--- src/rtl/dmux_stream_pkg.sv ---
// Shared definitions for the dmux_stream demultiplexer: slot state encoding
// and the saturating drop counter. The optional broadcast feature of the top
// level is enabled with the macro DMUX_STREAM_BROADCAST_EN.
package dmux_stream_pkg;

    typedef enum logic {
        SLOT_EMPTY = 1'b0,
        SLOT_FULL  = 1'b1
    } slot_state_t;

    localparam int                    DROP_CNT_W   = 16;
    localparam logic [DROP_CNT_W-1:0] DROP_CNT_MAX = {DROP_CNT_W{1'b1}};

    // Increment that sticks at the maximum instead of wrapping.
    function automatic logic [DROP_CNT_W-1:0] drop_cnt_inc(input logic [DROP_CNT_W-1:0] value);
        return (value == DROP_CNT_MAX) ? value : value + 1'b1;
    endfunction

endpackage

--- src/rtl/dmux_stream_slot.sv ---
// One-entry output register with a valid/ready handshake. A new word may be
// loaded while the current one drains on the same edge, so a single slot
// sustains one word per cycle.
module dmux_stream_slot
    import dmux_stream_pkg::*;
#(
    parameter int WIDTH = 16
) (
    input  logic             clock,
    input  logic             reset,
    input  logic             load,
    input  logic [WIDTH-1:0] load_data,
    output logic             can_load,
    output logic [WIDTH-1:0] data,
    output logic             valid,
    input  logic             ready
);

    slot_state_t state;
    slot_state_t state_next;

    // Slot state register; reset empties the slot immediately.
    always_ff @(posedge clock or posedge reset) begin
        if (reset) begin
            state <= SLOT_EMPTY;
        end else begin
            state <= state_next;
        end
    end

    // Next-state logic: a load always leaves the slot full, otherwise a
    // consumed word empties it.
    always_comb begin
        state_next = state;
        case (state)
            SLOT_EMPTY: begin
                if (load) begin
                    state_next = SLOT_FULL;
                end
            end
            SLOT_FULL: begin
                if (load) begin
                    state_next = SLOT_FULL;
                end else if (ready) begin
                    state_next = SLOT_EMPTY;
                end
            end
            default: state_next = SLOT_EMPTY;
        endcase
    end

    // Data register; keeps its last word while the slot is empty.
    always_ff @(posedge clock or posedge reset) begin
        if (reset) begin
            data <= '0;
        end else if (load) begin
            data <= load_data;
        end
    end

    assign valid    = (state == SLOT_FULL);
    assign can_load = (state == SLOT_EMPTY) || ready;

endmodule

--- src/rtl/dmux_stream.sv ---
// Registered 1-to-CHANNELS stream demultiplexer. Each channel owns a
// one-entry slot, so a stalled consumer only blocks words addressed to it.
// Words addressed past the last channel are accepted, discarded and counted.
// Optional: define DMUX_STREAM_BROADCAST_EN to add a `broadcast` input that
// writes one word to every channel in a single transfer.
module dmux_stream
    import dmux_stream_pkg::*;
#(
    parameter  int WIDTH    = 16,
    parameter  int CHANNELS = 4,
    localparam int SEL_W    = $clog2(CHANNELS)
) (
    input  logic                      clock,
    input  logic                      reset,
    input  logic [WIDTH-1:0]          in_data,
    input  logic                      in_valid,
    output logic                      in_ready,
`ifdef DMUX_STREAM_BROADCAST_EN
    input  logic                      broadcast,
`endif
    input  logic [SEL_W-1:0]          select,
    output logic [CHANNELS*WIDTH-1:0] out_data,
    output logic [CHANNELS-1:0]       out_valid,
    input  logic [CHANNELS-1:0]       out_ready,
    output logic [DROP_CNT_W-1:0]     drop_count
);

    localparam logic [SEL_W:0] CH_LIMIT = (SEL_W + 1)'(CHANNELS);

    logic [CHANNELS-1:0] can_load;
    logic [CHANNELS-1:0] load;
    logic                in_range;
    logic                bcast;
    logic                drop_hit;

`ifdef DMUX_STREAM_BROADCAST_EN
    assign bcast = broadcast;
`else
    assign bcast = 1'b0;
`endif

    assign in_range = ({1'b0, select} < CH_LIMIT);

    // Select decode and in_ready mux; in_ready is independent of in_valid.
    always_comb begin
        load     = '0;
        in_ready = 1'b1;
        drop_hit = 1'b0;
        if (bcast) begin
            in_ready = &can_load;
            load     = {CHANNELS{in_valid && (&can_load)}};
        end else if (in_range) begin
            for (int k = 0; k < CHANNELS; k++) begin
                if (select == SEL_W'(k)) begin
                    in_ready = can_load[k];
                    load[k]  = in_valid && can_load[k];
                end
            end
        end else begin
            drop_hit = in_valid;
        end
    end

    // Count discarded out-of-range words, saturating at the maximum.
    always_ff @(posedge clock or posedge reset) begin
        if (reset) begin
            drop_count <= '0;
        end else if (drop_hit) begin
            drop_count <= drop_cnt_inc(drop_count);
        end
    end

    for (genvar k = 0; k < CHANNELS; k++) begin : g_slot
        dmux_stream_slot #(
            .WIDTH(WIDTH)
        ) u_slot (
            .clock    (clock),
            .reset    (reset),
            .load     (load[k]),
            .load_data(in_data),
            .can_load (can_load[k]),
            .data     (out_data[k*WIDTH +: WIDTH]),
            .valid    (out_valid[k]),
            .ready    (out_ready[k])
        );
    end

endmodule

--- config.mk ---
export PLATFORM = sky130hd
export DESIGN_NAME = dmux_stream
export DESIGN_NICKNAME = d
export VERILOG_FILES = /design/src/rtl/dmux_stream_pkg.sv /design/src/rtl/dmux_stream_slot.sv /design/src/rtl/dmux_stream.sv
export SDC_FILE = /design/constraint.sdc
export NUM_CORES = 1
export LEC_CHECK = 0
export CORE_MARGIN = 5
export CORE_UTILIZATION = 34
export DETAILED_ROUTE_END_ITERATION = 10
export GPL_TIMING_DRIVEN = 0
export PLACE_DENSITY = 0.74
export SYNTH_ARGS = -nofsm -noshare
export SYNTH_HDL_FRONTEND = slang
export SYNTH_SLANG_ARGS = --single-unit
--- constraint.sdc ---
create_clock -name clock -period 5.85 [get_ports clock]
set_input_delay 0.8775 -clock clock [delete_from_list [all_inputs] [get_ports clock]]
set_output_delay 0.8775 -clock clock [all_outputs]
set_load 0.1 [all_outputs]
==> results.txt <==
1st-iter DRT viols - 16
Asr flop ratio synth - 100%
Worst setup SP type - input port
Synth area leader - dfrtp_1
Fin crit share - 65.3%
Worst-path clk slew - 0.06 ns
M2 GR Usage - 20.6%
Die area - 10100 um^2
Vias in the first global route - 1906
Slew Limit Fails - 0
Setup Viol. Count Final - 0
Initial core utilization - 34.3%
Met1 Use GR - 16.2%
Setup Skew - 0.0186 ns
Synthesized instance count - 179
Total power - 2120 uW
First drt pass iteration count - 2
Initial antenna violation count - 0
Clk root buf - clkbuf_8
Final nets - 322
Hpwl dp - 4.55 mm
Worst r2r src - g_slot[1].u_slot.valid
I/O Buffers - 92
Postcts setup bufs - 0
Unique cell type count in the Yosys netlist - 18
Reg-to-Reg End - g_slot[1].u_slot.data[4]
H-tree lvl count - 3
Synthesis-to-finish area growth - 47.2%
Crit Path Max Fanout - 4
Relative slew slack - 32.9%
Layout cells sized above 1 - 31.8%
FF-to-FF setup slack - 4.17 ns
Synth area leaders - dfrtp_1 (61%), mux2_2 (19%), mux2_1 (6.5%), buf_4 (5.9%), buf_6 (1.6%)
VDD IR-drop max - 0.000353 V
Top Usage Layer GRT - met2
Core Region - 8090 um^2
Pwr dens - 517 nW/um^2
Finished Cell Area - 4090 um^2
Rows - 33
Worst hold path type - flop to flop
CP Class - input port to primary output
Hold buffer count at cts - 0
Min Tclk post-route - 3.82 ns
Setup TNS - 0 ns
IO Count - 110
Reg2Reg Depth - 4
Cell with the most instances after synthesis - dfrtp_1
EDFF count, synth - 0
Yosys reg bits - 68
GR Util All Layers - 13.1%
Synth top cells by count - dfrtp_1 (68), mux2_2 (48), buf_4 (22), mux2_1 (16)
Clock sink count - 68
Fmax - 262 MHz
Vias per cell - 4.28
Grt ovf - 0
WL/cell - 15.4 um
Hold Path Stages - 1
Via count - 1743
Cts repair resizes - 0
GR Util met3 - 4.52%
Die width - 100 um
Crit path launch - select[0]
Data required, critical path - 4.97 ns
Global-route wire length before repair - 10.1 mm
Seq/Total Area, Yosys - 61.3%
Clk Latency, worst-skew pair - 0.34 ns
Worst Tran Pin Value - 1.00 ns
RSZ-0062 raised after global routing - false
Cell Area, Synth - 2780 um^2
DP Area - 3890 um^2
Final Hold Fails - 0
Drc violations - 0
Most used DFF post-synth - dfrtp_1
Crit path arrival time - 2.94 ns
Largest net degree at the start of global routing - 69
Mapped Avg Cell Area - 15.5 um^2
Max_cap viols - 0
Share of the synthesized area in the top cell type - 61.3%
Critical Path Sink Type - primary output
Antenna viol nets, final - 0
Status - complete, no violations
Die height - 100 um
CTS max path bufs - 2
TritonCTS buffer count - 9
CTS tree - done
Final Routed Wirelength - 6.29 mm
Hold WS - 0.488 ns
Pleak - 0.00177 uW
Ys Warns - 0
RePlAce Congestion - 0.668
Antenna fix cells - 0
Crit path capture - in_ready
layer usage:
metal / part of all wire, % / up-vias
met1: 41 / 861
met2: 50 / 56
met4: 1.9 / 0
met3: 6.5 / 9
met5: 0 / -
li1: - / 817
kinds of logic after synthesis:
group / count (synthesis) / synth area share (%)
DFF: 68 / 61.3
muxes: 65 / 26.8
buffers and inverters: 29 / 8.02
and+or+nand+nor: 14 / 3.47
AOI/OAI and AO/OA: 2 / 0.360
other: 1 / 0.135
state kept, by name, summed over array words and instances (netlist names):
name                 count
g_slot.u_slot.valid      4
g_slot.u_slot.data      64
cells in the final DEF (no fill, tap or decap), types with 2 or more instances in the layout:
cell type / n
buf_6: 4
buf_4: 22
clkbuf_8: 9
o21ai_0: 2
dfrtp_1: 68
mux2_1: 16
clkinvlp_4: 3
clkdlybuf4s50_1: 92
mux2_2: 48
conb_1: 16
nand2_1: 4
nand2b_1: 4
how the worst min path moves through the flow:
stage | slack [ns] | to | from
after floorplan | 0.47 | g_slot[3].u_slot.valid | g_slot[3].u_slot.valid
after global placement | 0.47 | g_slot[1].u_slot.data[8] | g_slot[1].u_slot.data[8]
after detailed placement | 0.47 | g_slot[1].u_slot.data[7] | g_slot[1].u_slot.data[7]
after CTS | 0.49 | g_slot[1].u_slot.data[7] | g_slot[1].u_slot.data[7]
after global routing | 0.51 | g_slot[1].u_slot.data[2] | g_slot[1].u_slot.data[2]
final | 0.49 | g_slot[1].u_slot.data[7] | g_slot[1].u_slot.data[7]
critical path, cell delays in order:
cell	delay [ns]
clkdlybuf4s50_1	0.56
mux4_2	0.52
clkdlybuf4s50_1	0.98
power breakdown:
part / switching (uW) / internal (uW) / total, uW
Sequential: 48.6 / 565 / 614
Combinational: 864 / 252 / 1120
Clock: 187 / 198 / 385
Total: 1100 / 1010 / 2120
cell type report:
cell class	count	area (um^2)
Buffer	27	215
Multi-Input combinational cell	97	910
Clock buffer	9	124
Fill cell	735	4010
Inverter	2	10.0
Sequential cell	68	1700
Timing Repair Buffer	92	921
Clock inverter	7	75.1
Tap cell	105	131
stage by stage:
stage	utilization, %	setup WS (ns)	std cells
2_1_floorplan	-	3.21	194
3_3_place_gp	48.0	2.02	391
3_5_place_dp	48.1	2.02	391
4_1_cts	50.5	2.02	407
5_1_grt	50.5	1.99	407
6_report	50.5	2.03	407
No activity file was read; power rests on OpenSTA's default activity.
